[src/rtl/m_pte_port_pkg.sv]
// Shared encodings for the page-table memory port: port FSM states and MMU page-walk states.
package m_pte_port_pkg;

  typedef enum logic [2:0] {
    PP_IDLE     = 3'd0,
    PP_RD_REQ   = 3'd1,
    PP_RD_WAIT  = 3'd2,
    PP_WB_REQ   = 3'd3,
    PP_CPU_WAIT = 3'd4
  } pp_state_e;

  localparam logic [2:0] PW_IDLE    = 3'd0;
  localparam logic [2:0] PW_L1      = 3'd1;
  localparam logic [2:0] PW_L1_DONE = 3'd2;
  localparam logic [2:0] PW_L0      = 3'd3;
  localparam logic [2:0] PW_L0_DONE = 3'd4;
  localparam logic [2:0] PW_UPD     = 3'd5;
  localparam logic [2:0] PW_DONE    = 3'd7;

  // Walker states that wait for a PTE fetch from this port.
  function automatic logic pw_needs_read(input logic [2:0] s);
    return (s == PW_L1) || (s == PW_L0);
  endfunction

  // States that follow a fetch (or precede a walk): re-arm the one-shot read.
  function automatic logic pw_rearm(input logic [2:0] s);
    return (s == PW_IDLE) || (s == PW_L1_DONE) || (s == PW_L0_DONE);
  endfunction

  // The walker leaves the DRAM channel alone only when idle or finished.
  function automatic logic pw_cpu_window(input logic [2:0] s);
    return (s == PW_IDLE) || (s == PW_DONE);
  endfunction

endpackage

[src/rtl/m_pte_port_if.sv]
// DRAM request/return channel shared by the page walker and the CPU path.
interface m_pte_port_if #(
  parameter int ADDR_WIDTH = 32,
  parameter int DATA_WIDTH = 32
);
  logic                  w_mem_req;
  logic                  w_mem_we;
  logic [ADDR_WIDTH-1:0] w_mem_addr;
  logic [DATA_WIDTH-1:0] w_mem_wdata;
  logic                  w_mem_ack;
  logic                  w_mem_rvalid;
  logic [DATA_WIDTH-1:0] w_mem_rdata;

  modport master (
    output w_mem_req, w_mem_we, w_mem_addr, w_mem_wdata,
    input  w_mem_ack, w_mem_rvalid, w_mem_rdata
  );

  modport slave (
    input  w_mem_req, w_mem_we, w_mem_addr, w_mem_wdata,
    output w_mem_ack, w_mem_rvalid, w_mem_rdata
  );
endinterface

[src/rtl/m_pte_port.sv]
// Page-table memory port: turns MMU walk strobes into DRAM PTE reads, posts A/D write-backs,
// and arbitrates the DRAM channel between the walker and the CPU.
module m_pte_port
  import m_pte_port_pkg::*;
#(
  parameter int ADDR_WIDTH = 32,
  parameter int DATA_WIDTH = 32
) (
  input  logic                  CLK,
  input  logic                  RST_X,
  input  logic [2:0]            w_pw_state,
  input  logic                  w_tlb_acs,
  input  logic [ADDR_WIDTH-1:0] w_tlb_pte_addr,
  input  logic                  w_pte_we,
  input  logic [DATA_WIDTH-1:0] w_pte_wdata,
  input  logic                  w_cpu_req,
  input  logic                  w_cpu_we,
  input  logic [ADDR_WIDTH-1:0] w_cpu_addr,
  input  logic [DATA_WIDTH-1:0] w_cpu_wdata,
  output logic                  w_cpu_grant,
  output logic                  w_dram_busy,
  output logic [DATA_WIDTH-1:0] w_dram_odata,
  m_pte_port_if.master          mem
);

  pp_state_e             state;
  logic                  r_served;
  logic                  r_wb_pend;
  logic [ADDR_WIDTH-1:0] r_pte_addr;
  logic [ADDR_WIDTH-1:0] r_wb_addr;
  logic [DATA_WIDTH-1:0] r_wb_data;
  logic [DATA_WIDTH-1:0] r_odata;

  logic rd_start;
  logic cpu_ok;

  // A read start outranks everything; the write-back outranks the CPU.
  assign rd_start = (state == PP_IDLE) && pw_needs_read(w_pw_state) && !r_served;
  assign cpu_ok   = (state == PP_IDLE) && w_cpu_req && !rd_start && !r_wb_pend &&
                    pw_cpu_window(w_pw_state);

  assign w_cpu_grant  = cpu_ok;
  assign w_dram_busy  = (state != PP_IDLE) || r_wb_pend || rd_start;
  assign w_dram_odata = r_odata;

  // Command mux: walker commands come from registers, so they hold steady under backpressure.
  always_comb begin
    mem.w_mem_req   = 1'b0;
    mem.w_mem_we    = 1'b0;
    mem.w_mem_addr  = '0;
    mem.w_mem_wdata = '0;
    case (state)
      PP_RD_REQ: begin
        mem.w_mem_req  = 1'b1;
        mem.w_mem_addr = r_pte_addr;
      end
      PP_WB_REQ: begin
        mem.w_mem_req   = 1'b1;
        mem.w_mem_we    = 1'b1;
        mem.w_mem_addr  = r_wb_addr;
        mem.w_mem_wdata = r_wb_data;
      end
      PP_IDLE: begin
        if (cpu_ok) begin
          mem.w_mem_req   = 1'b1;
          mem.w_mem_we    = w_cpu_we;
          mem.w_mem_addr  = w_cpu_addr;
          mem.w_mem_wdata = w_cpu_wdata;
        end
      end
      default: ;
    endcase
  end

  // Control: FSM, one-shot read flag, posted-write pending flag, PTE read data.
  always_ff @(posedge CLK or negedge RST_X) begin
    if (!RST_X) begin
      state     <= PP_IDLE;
      r_served  <= 1'b0;
      r_wb_pend <= 1'b0;
      r_odata   <= '0;
    end else begin
      if (pw_rearm(w_pw_state)) begin
        r_served <= 1'b0;
      end else if (rd_start) begin
        r_served <= 1'b1;
      end

      if (w_pte_we) begin
        r_wb_pend <= 1'b1;
      end else if ((state == PP_WB_REQ) && mem.w_mem_ack) begin
        r_wb_pend <= 1'b0;
      end

      case (state)
        PP_IDLE: begin
          if (rd_start) begin
            state <= PP_RD_REQ;
          end else if (r_wb_pend || w_pte_we) begin
            // Taking the fresh strobe directly lets the write request rise next cycle.
            state <= PP_WB_REQ;
          end else if (cpu_ok && mem.w_mem_ack && !w_cpu_we) begin
            state <= PP_CPU_WAIT;
          end
        end
        PP_RD_REQ: begin
          if (mem.w_mem_ack) state <= PP_RD_WAIT;
        end
        PP_RD_WAIT: begin
          if (mem.w_mem_rvalid) begin
            r_odata <= mem.w_mem_rdata;
            state   <= PP_IDLE;
          end
        end
        PP_WB_REQ: begin
          if (mem.w_mem_ack) state <= PP_IDLE;
        end
        PP_CPU_WAIT: begin
          if (mem.w_mem_rvalid) state <= PP_IDLE;
        end
        default: state <= PP_IDLE;
      endcase
    end
  end

  // Data capture: address register and the one-entry posted write buffer.
  always_ff @(posedge CLK) begin
    if ((state == PP_IDLE) && w_tlb_acs) begin
      r_pte_addr <= w_tlb_pte_addr;
    end
    if (w_pte_we) begin
      r_wb_addr <= w_tlb_pte_addr;
      r_wb_data <= w_pte_wdata;
    end
  end

endmodule
[src/flat_wrapper.sv]
// flat-port wrapper written by rule: the top's interface ports become plain ports
module m_pte_port_flat import m_pte_port_pkg::*;
#(
  parameter int ADDR_WIDTH = 32,
  parameter int DATA_WIDTH = 32
)
  (CLK, RST_X, w_pw_state, w_tlb_acs, w_tlb_pte_addr, w_pte_we, w_pte_wdata, w_cpu_req, w_cpu_we, w_cpu_addr, w_cpu_wdata, w_cpu_grant, w_dram_busy, w_dram_odata, mem_w_mem_req, mem_w_mem_we, mem_w_mem_addr, mem_w_mem_wdata, mem_w_mem_ack, mem_w_mem_rvalid, mem_w_mem_rdata);
  m_pte_port_if #(.ADDR_WIDTH(ADDR_WIDTH), .DATA_WIDTH(DATA_WIDTH)) mem_i ();
  input  logic CLK;
  input  logic RST_X;
  input  logic [2:0] w_pw_state;
  input  logic w_tlb_acs;
  input  logic [ADDR_WIDTH-1:0] w_tlb_pte_addr;
  input  logic w_pte_we;
  input  logic [DATA_WIDTH-1:0] w_pte_wdata;
  input  logic w_cpu_req;
  input  logic w_cpu_we;
  input  logic [ADDR_WIDTH-1:0] w_cpu_addr;
  input  logic [DATA_WIDTH-1:0] w_cpu_wdata;
  output logic w_cpu_grant;
  output logic w_dram_busy;
  output logic [DATA_WIDTH-1:0] w_dram_odata;
  output wire logic [$bits(mem_i.w_mem_req)-1:0] mem_w_mem_req;
  output wire logic [$bits(mem_i.w_mem_we)-1:0] mem_w_mem_we;
  output wire logic [$bits(mem_i.w_mem_addr)-1:0] mem_w_mem_addr;
  output wire logic [$bits(mem_i.w_mem_wdata)-1:0] mem_w_mem_wdata;
  input wire logic [$bits(mem_i.w_mem_ack)-1:0] mem_w_mem_ack;
  input wire logic [$bits(mem_i.w_mem_rvalid)-1:0] mem_w_mem_rvalid;
  input wire logic [$bits(mem_i.w_mem_rdata)-1:0] mem_w_mem_rdata;
  assign mem_w_mem_req = mem_i.w_mem_req;
  assign mem_w_mem_we = mem_i.w_mem_we;
  assign mem_w_mem_addr = mem_i.w_mem_addr;
  assign mem_w_mem_wdata = mem_i.w_mem_wdata;
  assign mem_i.w_mem_ack = mem_w_mem_ack;
  assign mem_i.w_mem_rvalid = mem_w_mem_rvalid;
  assign mem_i.w_mem_rdata = mem_w_mem_rdata;
  m_pte_port #(.ADDR_WIDTH(ADDR_WIDTH), .DATA_WIDTH(DATA_WIDTH)) u_core (.CLK(CLK), .RST_X(RST_X), .w_pw_state(w_pw_state), .w_tlb_acs(w_tlb_acs), .w_tlb_pte_addr(w_tlb_pte_addr), .w_pte_we(w_pte_we), .w_pte_wdata(w_pte_wdata), .w_cpu_req(w_cpu_req), .w_cpu_we(w_cpu_we), .w_cpu_addr(w_cpu_addr), .w_cpu_wdata(w_cpu_wdata), .w_cpu_grant(w_cpu_grant), .w_dram_busy(w_dram_busy), .w_dram_odata(w_dram_odata), .mem(mem_i));
endmodule
[config.mk]
export PLATFORM = sky130hd
export DESIGN_NAME = m_pte_port_flat
export DESIGN_NICKNAME = d
export VERILOG_FILES = /design/src/rtl/m_pte_port_pkg.sv /design/src/rtl/m_pte_port_if.sv /design/src/rtl/m_pte_port.sv /design/src/flat_wrapper.sv
export SDC_FILE = /design/constraint.sdc
export NUM_CORES = 1
export LEC_CHECK = 0
export CAP_MARGIN = 20
export CELL_PAD_IN_SITES_DETAIL_PLACEMENT = 2
export CELL_PAD_IN_SITES_GLOBAL_PLACEMENT = 2
export CORE_MARGIN = 5
export CORE_UTILIZATION = 26
export CTS_CLUSTER_SIZE = 40
export DETAILED_ROUTE_END_ITERATION = 7
export HOLD_SLACK_MARGIN = 0.02
export PLACE_DENSITY_LB_ADDON = 0.3
export SLEW_MARGIN = 20
export SYNTH_ARGS = -nofsm -noshare
export SYNTH_HDL_FRONTEND = slang
export SYNTH_SLANG_ARGS = --single-unit
[constraint.sdc]
create_clock -name CLK -period 3.3 [get_ports CLK]
set_input_delay 0.66 -clock CLK [delete_from_list [all_inputs] [get_ports CLK]]
set_output_delay 0.66 -clock CLK [all_outputs]
set_load 0.05 [all_outputs]
# Word-level counts from Yosys, hierarchy flattened
# Index checks and enable logic that the tools add are counted.
# word_totals
reg_bits	133
in_bits	171
output_inout_bits	100
elab_cells	69
# classes
eq_ne	13
mux	19
reduce_logical	30
# ops
operator	n
$pmux 32 s3	1
$mux 32	2
$pmux 32 s2	1
$mux 3	6
$eq 3x2->1 const B	4
$pmux 3 s4	1
$logic_and 1x1->1	10
$eq 3x3->1 const B	3
$logic_or 1x1->1	7
$eq 3x1->1 const B	2
$logic_not 3->1	2
$mux 1	6
$logic_not 1->1	4
$ne 2x2->1 const B	2
$ne 4x3->1 const B	1
$pmux 1 s2	2
$reduce_and 4->1	1
$reduce_bool 2->1	2
$reduce_or 2->1	2
$reduce_bool 3->1	1
$ne 2x1->1 const B	1
$reduce_and 2->1	1

# Depth between registers and ports, before layout
# depth
ltp_word	14
mapped_depth	6
mapped_depth_nobuf	4

# Worst setup path before layout
# OpenSTA, ideal clock, no wires.
# synth_path
kind	input to output
start	input port w_pw_state[0]
end	output port mem_w_mem_addr[22]
t_arrival_ps	2250
t_required_ps	2640
setup_slack_ps	390
path_stages	6
path_buffers	2
path_cell_list	nor3b_1 -> or3_4 -> nor2_4 -> buf_6 -> buf_4 -> o2bb2ai_1
# synth_via
elab_chain_cells	10
elab_cells_between_ends	14
classes_between	eq/ne: 3; mux: 2; reduce/logical: 9
# synth_rtl
element	line	text
start: declaration	flat_wrapper.sv:11	input logic [2:0] w_pw_state;
$eq 3x1->1 / $eq 3x2->1 (equally long branches)	m_pte_port_pkg.sv:22	return (s == PW_L1) || (s == PW_L0);
$logic_or 1x1->1	m_pte_port_pkg.sv:22	
$logic_and 1x1->1 (2 in a row)	m_pte_port.sv:38	assign rd_start = (state == PP_IDLE) && pw_needs_read(w_pw_state) && !r_served;
$logic_not 1->1	m_pte_port.sv:39	assign cpu_ok = (state == PP_IDLE) && w_cpu_req && !rd_start && !r_wb_pend &&
$logic_and 1x1->1 (2 in a row)	m_pte_port.sv:39	
$logic_and 1x1->1 *	m_pte_port.sv:39	
net w_cpu_grant	flat_wrapper.sv:20	output logic w_cpu_grant;
$mux 32 *	m_pte_port.sv:64	if (cpu_ok) begin
$pmux 32 s3 *	m_pte_port.sv:52	case (state)
end: declaration	flat_wrapper.sv:25	output wire logic [$bits(mem_i.w_mem_addr)-1:0] mem_w_mem_addr;
# The timed path passes the listed nets; every way through them passes the cells marked *.

# Final worst setup path
# layout_path
start	input port w_pw_state[2]
end	output port mem_w_mem_addr[21]
# layout_via
elab_chain_cells	10
elab_cells_between_ends	14
classes_between	eq/ne: 3; mux: 2; reduce/logical: 9
# layout_rtl
element	line
$eq 3x1->1 / $eq 3x2->1 (equally long branches)	m_pte_port_pkg.sv:22
$logic_or 1x1->1	m_pte_port_pkg.sv:22
$logic_and 1x1->1 (2 in a row)	m_pte_port.sv:38
$logic_not 1->1	m_pte_port.sv:39
$logic_and 1x1->1 (2 in a row)	m_pte_port.sv:39
$logic_and 1x1->1 *	m_pte_port.sv:39
$mux 32 *	m_pte_port.sv:64
$pmux 32 s3 *	m_pte_port.sv:52
# Mark *: on every way between the ends. The rest lies on a longest branch, timed or not.

==> results.sh <==
export IMPL_final_max_slew_viol_count=0
export IMPL_start_kind="input pin"
export IMPL_die_area_um2=23600
export IMPL_yosys_warnings=0
export IMPL_synth_area_top_cells="edfxtp_1 (54%), dfrtp_1 (17%), mux2_1 (6.3%)"
export IMPL_htree_levels=4
export IMPL_hold_path_class="input pin to asynchronous set/reset pin"
export IMPL_max_cap_violations=0
export IMPL_drt_pass1_iter_count=4
export IMPL_end_kind="output pin"
export IMPL_worstPathRequired_ns=2.64
export IMPL_setup_tns_ns=0
export IMPL_clkSinkCount=133
export IMPL_grt_pass1_vias=4706
export IMPL_timing_final_crit_share_pct=97.5
export IMPL_diodes=0
export IMPL_path_clk_slew_ns=0.06
export IMPL_skew_ns=0.00656
export IMPL_slowest_stage="clkdlybuf4s50_1"
export IMPL_ir_worst_vdd_mv=0.422
export IMPL_drt_iter0_markers=131
export IMPL_clkLatencyLatePin_ns=0.41
export IMPL_ys_ff_latch=133
export IMPL_ctsLongestPathBuffers=2
export IMPL_synth_top_area_cell="edfxtp_1"
export IMPL_start_util_pct=26.4
export IMPL_tightest_slew_ns=0.844
export IMPL_syn_nets=487
export IMPL_rr_worst_depth=5
export IMPL_core_rowCount=52
export IMPL_grtUsageTotal_pct=15.3
export IMPL_r2r_start="u_core.state[1]"
export IMPL_vias=3982
export IMPL_die_x_um=154
export IMPL_finalNetCount=767
export IMPL_grt_pass1_wl_um=27800
export IMPL_leakagePower_uw=0.00363
export IMPL_dpl_hpwl_um=13800
export IMPL_synthCells=316
export IMPL_ant_nets=0
export IMPL_max_slew_margin_pct=43.8
export IMPL_final_hold_violation_count=0
export IMPL_critPathMaxStageDelay_ns=0.54
export IMPL_avgSynthCellArea_um2=17.0
export IMPL_worstSetupPathType="input pin to output pin"
export IMPL_gp_congestion=0.780
export IMPL_yosysUniqueCellTypes=32
export IMPL_antenna_found_initial=1
export IMPL_cts_tree="done"
export IMPL_rsz0062_at_grt="no"
export IMPL_die_h_um=154
export IMPL_drive_gt1_share_pct=20.0
export IMPL_synth_top_area_share_pct=53.7
export IMPL_r2r_setup_slack_ns=1.21
export IMPL_cp_common_cell="buf_12"
export IMPL_wl_um=18500
export IMPL_route_detailed_drc=0
export IMPL_ctsHoldBuffers=0
export IMPL_power_density_nw_per_um2=926
export IMPL_finalCriticalPeriod_ns=3.22
export IMPL_portBuffers=270
export IMPL_crit_path_max_fanout=24
export IMPL_p_total_uw=9000
export IMPL_io_pins=271
export IMPL_fmax_mhz=311
export IMPL_status="completed"
export IMPL_setup_viol=0
export IMPL_netlist_area_um2=5370
export IMPL_via_per_inst=4.53
export IMPL_yosysSeqAreaShare_pct=71.0
export IMPL_cts_buffers=17
export IMPL_core_area_um2=20300
export IMPL_area_growth_pct=81.0
export IMPL_crit_chain="clkdlybuf4s50_1 -> nor3b_1 -> or3_4 -> nor2_4 -> buf_12 -> buf_12 -> o2bb2ai_1 -> buf_12"
export IMPL_wl_per_cell_um=21.1
export IMPL_overflow=0
export IMPL_grt_max_degree=43
export IMPL_arrival_ns=2.56
export IMPL_cts_root_buf="clkbuf_16"
export IMPL_r2r_end="u_core.w_dram_odata[0]"
==> state kept, by name, summed over array words and instances, names as in the netlist <==
| name | count |
|---|---|
| u_core.r_pte_addr | 32 |
| u_core.r_wb_addr | 32 |
| u_core.r_wb_data | 32 |
| u_core.w_dram_odata | 32 |
| u_core.state | 3 |
| u_core.r_served | 1 |
| u_core.r_wb_pend | 1 |
==> critical path: cells and delay by family <==
kind            cells  cell delay, ns
buf+inv             4            1.01
simple gates        3            0.65
compound gates      1            0.21
==> final cells by class <==
cell class,count,area (µm²)
clock buffers,18,429
clock inverters,14,153
fillers,1957,10600
inverters,2,7.51
multi-input cells,160,1460
flip-flops and latches,133,3810
well taps,270,338
repair buffers,282,3520
==> cell usage after synthesis <==
cell and count:
nor2_4 1, nand2_1 3, a21o_1 2, edfxtp_1 96, nand3_1 1, xnor2_1 1, and3_1 1, mux2i_1 32
buf_2 6, a22o_1 32, or3_1 1, buf_4 3, o21ai_1 2, nor4bb_1 1, o21a_1 1, or2_2 1
mux2_1 30, or3_4 1, dfrtp_1 37, mux2_2 2, o32a_1 1, nor3b_1 1, inv_1 2, o2bb2ai_1 32
clkbuf_1 10, o31ai_1 1, o21ai_0 2, o22ai_1 2, nor2_1 5, nor3_1 3, nand2b_1 1, buf_6 2
==> per-stage QoR <==
step	std cells	cell area (µm²)	util, %	hold WS, ns	setup WS [ns]
detailed placement	845	9080	44.7	0.479	0.0828
CTS	877	9670	47.6	0.374	0.0638
global route	879	9710	47.8	0.406	0.00579
floorplan	316	5370	-	0.364	0.390
finish	879	9710	47.8	0.351	0.0825
global placement	845	9080	44.7	0.467	0.162
==> what timing repair did <==
action / in CTS / in global routing
gates resized for setup: 1 / 0
setup buffers: 0 / 1
pin swaps: 0 / 1
gates cloned: 0 / 1
setup endpoints to repair: 1 / 1
==> cells by family after synthesis <==
logic type,Yosys count,share of synthesized area [%]
muxes,64,12.7
and+or+nand+nor,20,2.15
DFF,133,71.0
buffers and inverters,23,2.24
xor gates and xnor gates,1,0.163
AOI/OAI and AO/OA,75,11.8
==> worst max-delay path by stage <==
stage,cells past startpoint,from,to
after global placement,7,w_pw_state[2],mem_w_mem_wdata[31]
after detailed placement,7,w_pw_state[2],mem_w_mem_wdata[9]
after floorplan,6,w_pw_state[0],mem_w_mem_addr[22]
after CTS,7,w_pw_state[2],mem_w_mem_wdata[9]
after global routing,8,w_pw_state[2],mem_w_mem_addr[21]
final,8,w_pw_state[2],mem_w_mem_addr[21]
==> cells in the final DEF (no fill, tap or decap), types with 2 or more instances in the layout <==
cell | Yosys | layout
clkdlybuf4s50_1 | 0 | 200
edfxtp_1 | 96 | 96
buf_12 | 0 | 71
dfrtp_1 | 37 | 36
mux2i_1 | 32 | 32
o2bb2ai_1 | 32 | 32
a22o_1 | 32 | 32
mux2_1 | 30 | 30
clkbuf_16 | 0 | 18
buf_4 | 3 | 8
clkinv_4 | 0 | 4
nand2_1 | 3 | 3
nor2_1 | 5 | 3
clkinvlp_4 | 0 | 3
inv_6 | 0 | 3
nor3_1 | 3 | 2
o21ai_1 | 2 | 2
or3_4 | 1 | 2
nor2_4 | 1 | 2
inv_1 | 2 | 2
a21o_1 | 2 | 2
mux2_2 | 2 | 2
o21ai_0 | 2 | 2
o22ai_1 | 2 | 2
bufinv_16 | 0 | 2
buf_2 | 6 | 2
==> routing by layer <==
metal	global-route usage, %	vias to the layer above	part of all wire (%)
met5	0	-	0.059
met4	3.78	2	0.93
met3	6.46	15	8.0
met2	27.2	169	52
met1	16.8	1968	38
li1	-	1828	-
==> report_power, final <==
group	internal [µW]	leakage, µW	switching (µW)	total [µW]
clock	1120	0.000275	741	1860
combinational	2000	0.00199	2790	4790
sequential	2190	0.00136	164	2350
(Power assumes the default switching activity.)
